`config.mk`:
```
export PLATFORM = sky130hd
export DESIGN_NAME = ctx_cost_write_sched
export DESIGN_NICKNAME = d
export VERILOG_FILES = /design/src/rtl/ctx_cost_write_sched_pkg.sv /design/src/rtl/rr_arb2.sv /design/src/rtl/ctx_cost_write_sched.sv
export SDC_FILE = /design/constraint.sdc
export NUM_CORES = 1
export LEC_CHECK = 0
export BUFFER_PORTS_ARGS = -buffer_cell sky130_fd_sc_hd__buf_4
export CAP_MARGIN = 30
export CORE_ASPECT_RATIO = 0.8
export CORE_UTILIZATION = 39
export DETAILED_ROUTE_END_ITERATION = 10
export PLACE_DENSITY = 0.75
export SYNTH_ARGS = -nofsm -noshare
export SYNTH_HDL_FRONTEND = slang
export SYNTH_SLANG_ARGS = --single-unit
export TNS_END_PERCENT = 10
```
`constraint.sdc`:
```
create_clock -name clk -period 1.7 [get_ports clk]
set_clock_uncertainty 0.1 [all_clocks]
set_input_delay 0.255 -clock clk [delete_from_list [all_inputs] [get_ports clk]]
set_output_delay 0.255 -clock clk [all_outputs]
set_load 0.02 [all_outputs]
```
`src/rtl/ctx_cost_write_sched_pkg.sv`:
```
// Shared types and constants for the context bit-cost write scheduler.
package ctx_cost_write_sched_pkg;

    typedef enum logic [1:0] {
        ST_IDLE,
        ST_INIT,
        ST_RUN
    } state_t;

    localparam int DEF_NUM_CTX = 8;
    localparam int DEF_COST_W  = 16;
    localparam int CTX_W       = 8;
    // Sweep counter holds ctx in its upper bits and bin in bit 0 (up to 32 contexts).
    localparam int SWEEP_W     = 6;

endpackage

```
`src/rtl/rr_arb2.sv`:
```
// Two-way round-robin arbiter: one-hot grant from valids, pointer moves on transfer.
module rr_arb2 (
    input  logic       clk,
    input  logic       rst_n,
    input  logic       en,
    input  logic [1:0] valid,
    output logic [1:0] grant
);

    logic favour_b;

    always_comb begin
        grant = 2'b00;
        if (en) begin
            if (valid[0] && (!valid[1] || !favour_b)) begin
                grant = 2'b01;
            end else if (valid[1]) begin
                grant = 2'b10;
            end
        end
    end

    always_ff @(posedge clk) begin
        if (!rst_n) begin
            favour_b <= 1'b0;
        end else if (grant[0] && valid[0]) begin
            favour_b <= 1'b1;
        end else if (grant[1] && valid[1]) begin
            favour_b <= 1'b0;
        end
    end

endmodule

```
`src/rtl/ctx_cost_write_sched.sv`:
```
// Schedules writes into the context bit-cost register file: an init sweep
// followed by round-robin arbitration between the CABAC and RDO requesters.
module ctx_cost_write_sched
    import ctx_cost_write_sched_pkg::*;
#(
    parameter int NUM_CTX = DEF_NUM_CTX,
    parameter int COST_W  = DEF_COST_W
) (
    input  logic              clk,
    input  logic              rst_n,
    input  logic              init_start,
    input  logic [COST_W-1:0] init_cost,
    output logic [4:0]        init_ctx,
    output logic              init_bin,
    input  logic              a_valid,
    output logic              a_ready,
    input  logic [CTX_W-1:0]  a_ctx,
    input  logic              a_bin,
    input  logic [COST_W-1:0] a_cost,
    input  logic              b_valid,
    output logic              b_ready,
    input  logic [CTX_W-1:0]  b_ctx,
    input  logic              b_bin,
    input  logic [COST_W-1:0] b_cost,
    output logic              we,
    output logic [CTX_W-1:0]  ctx_addr,
    output logic              bin_val,
    output logic [COST_W-1:0] bit_cost_in,
    output logic              busy,
    output logic              init_done,
    output logic              drop_err
);

    localparam logic [SWEEP_W-1:0] LAST_ENTRY = SWEEP_W'(2 * NUM_CTX - 1);

    state_t              state_q;
    state_t              state_d;
    logic [SWEEP_W-1:0]  sweep_q;
    logic                sweep_last;
    logic                arb_en;
    logic [1:0]          grant;
    logic [CTX_W-1:0]    sel_ctx;
    logic                sel_bin;
    logic [COST_W-1:0]   sel_cost;

    assign sweep_last = (sweep_q == LAST_ENTRY);
    assign init_ctx   = sweep_q[SWEEP_W-1:1];
    assign init_bin   = sweep_q[0];
    assign busy       = (state_q == ST_INIT);
    assign a_ready    = grant[0];
    assign b_ready    = grant[1];

    // A restart request in RUN blocks grants that cycle so stalled requesters
    // resume only after the new sweep has finished.
    always_comb begin
        state_d = state_q;
        arb_en  = 1'b0;
        case (state_q)
            ST_IDLE: begin
                if (init_start) state_d = ST_INIT;
            end
            ST_INIT: begin
                if (sweep_last) state_d = ST_RUN;
            end
            ST_RUN: begin
                if (init_start) state_d = ST_INIT;
                else            arb_en  = rst_n;
            end
            default: state_d = ST_IDLE;
        endcase
    end

    rr_arb2 u_arb (
        .clk   (clk),
        .rst_n (rst_n),
        .en    (arb_en),
        .valid ({b_valid, a_valid}),
        .grant (grant)
    );

    always_comb begin
        sel_ctx  = a_ctx;
        sel_bin  = a_bin;
        sel_cost = a_cost;
        if (grant[1]) begin
            sel_ctx  = b_ctx;
            sel_bin  = b_bin;
            sel_cost = b_cost;
        end
    end

    always_ff @(posedge clk) begin
        if (!rst_n) begin
            state_q     <= ST_IDLE;
            sweep_q     <= '0;
            we          <= 1'b0;
            init_done   <= 1'b0;
            drop_err    <= 1'b0;
            ctx_addr    <= '0;
            bin_val     <= 1'b0;
            bit_cost_in <= '0;
        end else begin
            state_q   <= state_d;
            we        <= 1'b0;
            init_done <= 1'b0;
            drop_err  <= 1'b0;
            sweep_q   <= (state_q == ST_INIT) ? sweep_q + 1'b1 : '0;
            if (state_q == ST_INIT) begin
                we          <= 1'b1;
                ctx_addr    <= CTX_W'(init_ctx);
                bin_val     <= init_bin;
                bit_cost_in <= init_cost;
                init_done   <= sweep_last;
            end else if (|grant) begin
                // Out-of-range contexts are consumed but never reach the regfile.
                if (sel_ctx < CTX_W'(NUM_CTX)) begin
                    we          <= 1'b1;
                    ctx_addr    <= sel_ctx;
                    bin_val     <= sel_bin;
                    bit_cost_in <= sel_cost;
                end else begin
                    drop_err <= 1'b1;
                end
            end
        end
    end

endmodule

```
==> results.toml, run 1 <==
[global_route]
overflow = 0
first_global_vias = 2043
antenna_found_initial = 0
grt_max_degree = 25
track_usage_pct = 24.9
grt_pass1_wl_um = 9800

[sta]
rsz0062_at_grt = "yes"
finalCritPeriodShare_pct = 102
hold_violations = 0
fmax_mhz = 574
layout_setup_ws_ns = -0.0411
period_needed_ns = 1.74
slew_violations = 0
worstMarginPinSlew_ns = 0.384
relSlewSlack_pct = 74.4
setup_viol_count_final = 11
finalSetupTns_ns = -0.191

[clocking]
clk_latency_ns = 0.28
cts_root_buf = "clkbuf_8"
clk_path_buf_depth = 2
clkSinkCount = 37
cts_tree = "yes"
cts.clk_slew.worst_paths_ns = 0.07
cts_max_level = 2
cts_inserted_buffers = 5

[logic_synthesis]
netlist_area_um2 = 1880
async_flop_share_pct = 0
synth_edf_count = 0
postSynthAreaPerCell_um2 = 9.74
synth_seq_area_share_pct = 39.4
synth-seq-cells = 37
ys_warn_count = 0
syn-num-nets = 265
ys_types = 35
ys.flop_type = "dfxtp_1"
syn_inst = 193

[critical_path]
crit_top_cell = "buf_6"
critPathBufInv = 2
crit_type = "reg2out"
critPathArrivalTime_ns = 1.39
slowest_delay_ns = 0.36
cp-end-kind = "primary output"
cp.required_ns = 1.34
worstPathCellList = "and4bb_2, buf_6, and3_4, buf_6"
start_kind = "flop"
cpMaxStageDelayCell = "and4bb_2"
crit_family = "simple AND/OR/NAND/NOR gates"
cp_max_fo = 4

[finish]
diodes = 0
finish.utilization_pct = 65.7
final_nets = 384
area.growth.synth_to_final_pct = 60.7
final_cell_count_no_fill = 373
num-fill-cells = 396
layout-drive-gt1-share_pct = 49.2

[floorplanning]
start_util_pct = 40.9
die_area_um2 = 5100
core_um2 = 4600
dieHeight_um = 64.1
fp.dieW_um = 79.6
rows = 22
io_pins = 108

[hold_path]
hold_class = "in2reg"

[place]
dp_hpwl_um = 4490
dp.cells = 360
gp_congestion = 0.810
port_buffers = 107

[routing]
drt_pre_antenna_iters = 8
drt-wirelength-per-cell_um = 16.7
dr_wl_met2_um = 3010
via_count = 2119
ant_nets = 0
met3_length_um = 466
viasPerCell = 5.68
wl_um = 6210
drt_iter0_markers = 160
dr.max_layer_used = "met4"
wl_met1_um = 2700
drc = 0

[job]
drv_cap = 0

[power_and_ir_drop]
leakagePower_nw = 1.57
power_density_nw_per_um2 = 655
irDropWorstVdd_mv = 0.418

[outcome]
status = "finished, violations left"
violations = "negative setup slack"
## what timing repair did
item | 4_1_cts | 5_1_grt
pin swaps | 17 | 8
endpoints found under the setup margin | 8 | 27
cloned | 0 | 0
buffers inserted | 5 | 0
resized for setup | 9 | 4
hold buffers | 0 | 0
## state kept, by name, indices dropped and copies added, names as in the netlist
name and flops:
init_done 1, we 1, u_arb.favour_b 1, ctx_addr 8, drop_err 1, bin_val 1, bit_cost_in 16, state_q 2
sweep_q 6
## per-stage QoR
| stage | setup WS (ns) | cell area (µm²) | hold WS, ns | power, mW |
|---|---|---|---|---|
| after global routing | -0.126 | 3020 | 0.142 | 2.07 |
| after detailed placement | -0.311 | 2830 | 0.402 | 1.32 |
| final | -0.0411 | 3020 | 0.135 | 1.98 |
| after floorplan | 0.00997 | 1880 | 0.311 | 1.10 |
| after global placement | -0.244 | 2830 | 0.402 | 1.32 |
| after CTS | -0.0415 | 3010 | 0.138 | 1.98 |
## kinds of logic (layout without fill, tap and decap cells)
family,count (synthesis),after routing,share of synthesized area [%]
compound gates,50,50,22.7
xor+xnor,4,4,1.86
mux,20,20,10.7
simple gates,58,58,19.2
flops,37,37,39.4
buf+inv,23,143,5.46
fa+ha+maj,1,1,0.666
## layout by cell type, fill, tap and decap left out, drive strengths merged, types with 2 or more instances in the layout
cell      n
mux2i    20
nand2     2
inv       3
a21oi     2
xor2      3
nor2      7
nand3     4
buf     132
a22oi    20
o21ai     2
and2      4
or4       2
dfxtp    37
nor3b     2
nor3      2
a222oi   20
nand2b    2
clkbuf    7
a32o      2
and3     28
## synthesized netlist by cell type (2+ instances only)
cell type	n	area, µm²
dfxtp_1	37	741
inv_1	3	11.3
and3_2	3	22.5
nor3_1	2	10.0
a222oi_1	20	200
a21oi_1	2	10.0
mux2i_1	20	200
a32o_1	2	20.0
nor2_1	7	26.3
and3_1	25	156
a22oi_1	20	150
xor2_1	3	26.3
buf_6	2	22.5
nand2_1	2	7.51
and2_1	4	25.0
nand3_1	4	20.0
o21ai_0	2	10.0
clkbuf_1	17	63.8
nand2b_1	2	12.5
## final timing paths
path,start,end,slack (ns),cells past startpoint
min reg2reg,ctx_addr[5],ctx_addr[5],0.42,1
max,state_q[0],a_ready,-0.04,4
max reg2reg,state_q[0],bit_cost_in[12],-0.02,6
min,rst_n,state_q[0],0.14,2
## power by group
group	switching, mW	total, mW	internal [mW]
registers	0.0170	0.914	0.897
logic	0.174	0.395	0.221
clock network	0.302	0.668	0.366
## layer usage
layer  track usage, %  vias up
met5                0        -
met4             7.27        0
met3             5.29        5
met2             39.6       87
met1             33.6     1022
li1                 -     1005
## final cells by class
| cell class | count | area (µm²) | share of cell area [%] |
|---|---|---|---|
| clock buffer | 7 | 96.3 | 3.19 |
| timing repair buffer | 132 | 1030 | 34.1 |
| clock inverter | 1 | 5.00 | 0.166 |
| sequential | 37 | 742 | 24.6 |
| multi-input combinational | 133 | 1060 | 35.1 |
| tap | 60 | 75.1 | 2.49 |
| inverter | 3 | 11.3 | 0.373 |
(Power assumes the default switching activity.)
==> run 2, diff against run 1 <==
--- a/config.mk
+++ b/config.mk
@@ -10,8 +10,9 @@
 export CORE_ASPECT_RATIO = 0.8
 export CORE_UTILIZATION = 39
 export DETAILED_ROUTE_END_ITERATION = 10
-export PLACE_DENSITY = 0.75
+export PLACE_DENSITY = 0.76
 export SYNTH_ARGS = -nofsm -noshare
 export SYNTH_HDL_FRONTEND = slang
+export SYNTH_HIERARCHICAL = 1
 export SYNTH_SLANG_ARGS = --single-unit
 export TNS_END_PERCENT = 10
==> results.toml, run 2 <==
[critical_path]
critPathArrivalTime_ns = 2.08
crit_type = "reg2reg"
startpoint = "state_q[0]"
cp-end-kind = "flop"
r2r-start = "state_q[0]"
cp_max_fo = 5
cp.required_ns = 1.77
start_kind = "flop"

[logic_synthesis]
async_flop_share_pct = 0
synth_common_cells = "dfxtp_1 (37), nand2_1 (37), mux2i_1 (32), o211ai_1 (16), and3_1 (8)"
ys_warn_count = 6
synth-seq-cells = 37
syn_inst = 198
synth_xor_area_share_pct = 1.91
synth_edf_count = 0
synth_top_cell_by_area = "dfxtp_1"
ys_types = 34
syn-num-nets = 270
synthTopCellsByArea = "dfxtp_1 (40%), mux2i_1 (17%), nand2_1 (7.6%), o211ai_1 (6.6%), and3_1 (2.7%)"
synth_seq_area_share_pct = 40.4
synthAdderAreaFrac_pct = 0.683
muxShareOfSynthArea_pct = 19.9
synth_compound_area_share_pct = 12.1
netlist_area_um2 = 1830
postSynthAreaPerCell_um2 = 9.25
ys.flop_type = "dfxtp_1"
synth-simple-area-share_pct = 20.4
synth_top_family_by_area = "simple AND/OR/NAND/NOR gates"
synth_top_area_share_pct = 40.4

[floorplanning]
fp.dieW_um = 78.6
rows = 21
die_area_um2 = 4980
start_util_pct = 42.3
dieHeight_um = 63.3
io_pins = 108
core_um2 = 4340

[sta]
layout_setup_ws_ns = -0.314
setup_viol_count_final = 28
worstMarginPinSlew_ns = 0.447
fmax_mhz = 497
slew_violations = 0
finalSetupTns_ns = -7.22
hold_violations = 0
period_needed_ns = 2.01
relSlewSlack_pct = 70.2
rsz0062_at_grt = "yes"
finalCritPeriodShare_pct = 118

[clocking]
cts_tree = "yes"
cts_root_buf = "clkbuf_8"
cts_max_level = 2
cts.clk_slew.worst_paths_ns = 0.07
clk_path_buf_depth = 2
cts_inserted_buffers = 5
cts_setup_buffers = 0
clkSinkCount = 37
clk_latency_ns = 0.28
hold_buffers = 0

[routing]
viasPerCell = 4.91
ant_nets = 0
drt_pre_antenna_iters = 4
via_count = 1825
wl_um = 4640
drt-wirelength-per-cell_um = 12.5
drc = 0
drt_iter0_markers = 66

[finish]
diodes = 0
largest_register_ffs = 16
final_cell_count_no_fill = 372
final_nets = 386
top_register = "bit_cost_in"
fin_area_um2 = 2930
top_regs = "bit_cost_in (16), ctx_addr (8), sweep_q (6)"
area.growth.synth_to_final_pct = 59.9
layout_common_cells = "buf_4 (120), nand2_1 (36), dfxtp_1 (36)"
layout-drive-gt1-share_pct = 47.3
final_common_cell = "buf_4"

[global_route]
track_usage_pct = 18.4
grt_max_degree = 49
overflow = 0
grt_pass1_wl_um = 7200
first_global_vias = 1651
antenna_found_initial = 0

[power_and_ir_drop]
leakagePower_nw = 1.34
swShare_pct = 25.1
switching_power_uw = 503
combPwrFrac_pct = 21.1
internal-power_mw = 1.50
irDropWorstVdd_mv = 0.410
pwr-share-clk_pct = 32.6
p_seq_share_pct = 46.2
power_density_nw_per_um2 = 684

[place]
dp_hpwl_um = 3550
gp_congestion = 0.822
dp.cells = 364
port_buffers = 107
placed_cell_area_um2 = 2810

[outcome]
violations = "negative setup slack"
status = "finished, violations left"

[hold_path]
hold_class = "in2reg"
holdCritStartpoint = "b_valid"

[job]
drv_cap = 0
[run 2: cell types whose count changed in the layout (fill, tap and decap cells not counted), moves of 3 or more]
cell	previous run	this run
a221o_1	0	4
a222oi_1	20	0
a22oi_1	20	0
and3_1	24	7
and3_2	3	0
buf_4	124	120
buf_6	7	2
mux2_2	0	4
mux2i_1	20	32
nand2_1	2	36
nand3_1	3	6
o211ai_1	0	16
[run 2: power by group through the flow]
stage	combinational, mW	sequential (mW)	clock, mW
final	0.424	0.926	0.654
after global routing	0.457	0.930	0.729
after CTS	0.427	0.926	0.673
after detailed placement	0.422	0.945	0
after global placement	0.419	0.944	0
after floorplan	0.148	0.987	0
[run 2: through the flow]
| stage | total power [mW] | hold slack [ns] | utilization [%] | worst slack [ns] |
|---|---|---|---|---|
| 2_1_floorplan | 1.13 | 0.267 | - | -0.601 |
| 3_3_place_gp | 1.36 | 0.342 | 64.7 | -0.376 |
| 3_5_place_dp | 1.37 | 0.351 | 64.7 | -0.427 |
| 4_1_cts | 2.03 | 0.176 | 67.5 | -0.311 |
| 5_1_grt | 2.12 | 0.173 | 67.6 | -0.446 |
| 6_report | 2.00 | 0.184 | 67.6 | -0.314 |
[run 2: worst paths after layout]
check,to,slack (ns),depth (start not counted)
min reg2reg,bit_cost_in[5],0.36,2
max reg2reg,ctx_addr[0],-0.31,7
max,ctx_addr[0],-0.31,7
min,u_arb/favour_b,0.18,3
[run 2: area by class of cell]
cell class / instances / area (µm²)
clock buffers: 7 / 96.3
clock inverters: 1 / 5.00
fillers: 365 / 1410
inverters: 4 / 17.5
multi-input cells: 143 / 1050
flip-flops and latches: 37 / 742
well taps: 57 / 71.3
repair buffers: 123 / 943
[run 2: what timing repair did]
action,in CTS,in global routing
gates resized for setup,6,1
endpoints found under the hold margin,0,0
setup endpoints to repair,29,30
pin swaps,2,0
[run 2: critical path, stage by stage (launching register included)]
cell      delay (ns)
dfxtp_2         0.34
nor4bb_4        0.27
nand2_1         0.12
a21oi_4         0.17
nor3b_2         0.25
o221ai_2        0.15
and3_4          0.19
a221o_1         0.32
[run 2: kinds of logic (layout without fill, tap and decap cells)]
| logic type | Yosys count | count (layout) |
|---|---|---|
| XOR/XNOR | 4 | 4 |
| adder cells (fa/ha/maj) | 1 | 1 |
| AO/OA/AOI/OAI | 29 | 29 |
| flip-flops | 37 | 37 |
| multiplexers | 36 | 36 |
| buffers and inverters | 18 | 135 |
| AND/OR/NAND/NOR | 73 | 73 |
[run 2: per-layer routing]
metal | GRT usage, % | vias up | routed length (µm)
met4 | 5.09 | 0 | 31
met5 | 0 | - | 0
met1 | 22.5 | 804 | 2170
li1 | - | 936 | -
met3 | 6.81 | 7 | 435
met2 | 30.2 | 78 | 2000
==> run 3, diff against run 2 <==
--- a/config.mk
+++ b/config.mk
@@ -8,9 +8,9 @@
 export BUFFER_PORTS_ARGS = -buffer_cell sky130_fd_sc_hd__buf_4
 export CAP_MARGIN = 30
 export CORE_ASPECT_RATIO = 0.8
-export CORE_UTILIZATION = 39
+export CORE_UTILIZATION = 43
 export DETAILED_ROUTE_END_ITERATION = 10
-export PLACE_DENSITY = 0.76
+export PLACE_DENSITY = 0.79
 export SYNTH_ARGS = -nofsm -noshare
 export SYNTH_HDL_FRONTEND = slang
 export SYNTH_HIERARCHICAL = 1
==> constraint.sdc (replaced) <==
create_clock -name clk -period 2.03 [get_ports clk]
set_clock_uncertainty 0.1 [all_clocks]
set_input_delay 0.3045 -clock clk [delete_from_list [all_inputs] [get_ports clk]]
set_output_delay 0.3045 -clock clk [all_outputs]
set_load 0.02 [all_outputs]
==> results.toml, run 3 (synthesized netlist as in run 2, its figures left out) <==
[outcome]
status = "finished, violations left"
violations = "negative setup slack"

[floorplanning]
io_pins = 108
die_area_um2 = 4530
core_um2 = 3930
dieHeight_um = 60.4
fp.dieW_um = 75.0
start_util_pct = 46.6
rows = 20

[sta]
relSlewSlack_pct = 70.4
worstMarginPinSlew_ns = 0.444
period_needed_ns = 2.05
fmax_mhz = 487
layout_setup_ws_ns = -0.0239
slew_violations = 0
finalCritPeriodShare_pct = 101
finalSetupTns_ns = -0.0739
setup_viol_count_final = 4
hold_violations = 0
rsz0062_at_grt = "yes"
hold_ws_ns = 0.153

[routing]
drt_iter0_markers = 79
viasPerCell = 4.99
drt_pre_antenna_iters = 4
drc = 0
wl_um = 4980
ant_nets = 0
drt-wirelength-per-cell_um = 13.6
via_count = 1831

[global_route]
track_usage_pct = 22.1
antenna_found_initial = 0
grt_max_degree = 49
first_global_vias = 1589
overflow = 0
grt_pass1_wl_um = 7370

[power_and_ir_drop]
power_density_nw_per_um2 = 548
combPwrFrac_pct = 22.3
switching_power_uw = 429
internal-power_mw = 1.18
swShare_pct = 26.7
leakagePower_nw = 1.33
fin_total_pwr_mw = 1.60
irDropWorstVdd_mv = 0.356
pwr-share-clk_pct = 29.3
p_seq_share_pct = 48.4

[hold_path]
hold_class = "in2reg"

[critical_path]
cp_max_fo = 5
cp-end-kind = "flop"
crit_type = "reg2reg"
cp.required_ns = 2.10
start_kind = "flop"
critPathArrivalTime_ns = 2.12

[place]
port_buffers = 107
dp.cells = 358
gp_congestion = 0.843
dp_hpwl_um = 3730
dp_slack_ns = -0.158
placed_cell_area_um2 = 2770

[clocking]
cts_max_level = 2
clkSinkCount = 37
cts_root_buf = "clkbuf_8"
clk_path_buf_depth = 2
cts_inserted_buffers = 5
clk_latency_ns = 0.28
cts_tree = "yes"
cts.clk_slew.worst_paths_ns = 0.07

[finish]
layout-drive-gt1-share_pct = 47.8
final-seq-area_um2 = 742
final_common_cell = "buf_4"
area.growth.synth_to_final_pct = 59.8
num-fill-cells = 309
top_register = "bit_cost_in"
multi_input_area_um2 = 1070
diodes = 0
final_nets = 385
layout_common_cells = "buf_4 (117), nand2_1 (37), dfxtp_1 (36)"
final_cell_count_no_fill = 367
fin_area_um2 = 2930
top_regs = "bit_cost_in (16), ctx_addr (8), sweep_q (6)"
finish.utilization_pct = 74.5
largest_register_ffs = 16

[job]
drv_cap = 0
-- run 3: power by group through the flow --
stage	Combinational, mW	Sequential (mW)	Clock, mW
after detailed placement	0.352	0.792	0
after global routing	0.385	0.780	0.512
after floorplan	0.124	0.826	0
after global placement	0.348	0.791	0
final	0.358	0.776	0.470
after CTS	0.355	0.776	0.475
-- run 3: cell type report --
cell class / instances / area share, %
flip-flops and latches: 37 / 25.3
well taps: 55 / 2.35
repair buffers: 122 / 32.6
clock inverters: 1 / 0.171
inverters: 4 / 0.513
clock buffers: 5 / 2.35
multi-input cells: 143 / 36.6
-- run 3: worst max-delay path, cell delays in order (launching register included) --
cell and delay [ns]:
dfxtp_2 0.34, nor4bb_4 0.27, nand2_1 0.12, a21oi_4 0.19
nor3b_4 0.26, o221ai_2 0.15, and3_4 0.19, a221o_1 0.31
-- run 3: final timing paths --
check                           cells past startpoint  slack [ns]             end         from
worst max-delay path                                7       -0.02     ctx_addr[2]   state_q[0]
worst min-delay path                                2        0.15  u_arb/favour_b      b_valid
worst max register to register                      7       -0.02     ctx_addr[2]   state_q[0]
worst min register to register                      2        0.35     ctx_addr[3]  ctx_addr[3]
-- run 3: metal layers --
layer | GRT usage [%] | part of all wire, % | vias to the layer above
li1 | - | - | 933
met3 | 6.81 | 9.0 | 6
met1 | 28.4 | 45 | 811
met4 | 9.43 | 1.6 | 0
met2 | 34.6 | 44 | 81
met5 | 0 | 0 | -
-- run 3: what timing repair did --
| action | in CTS | in global routing |
|---|---|---|
| resized for setup | 6 | 9 |
| setup buffers | 2 | 1 |
| hold buffers | 0 | 0 |
| cloned | 0 | 0 |
| pin swaps | 2 | 2 |
| setup endpoints to repair | 8 | 28 |
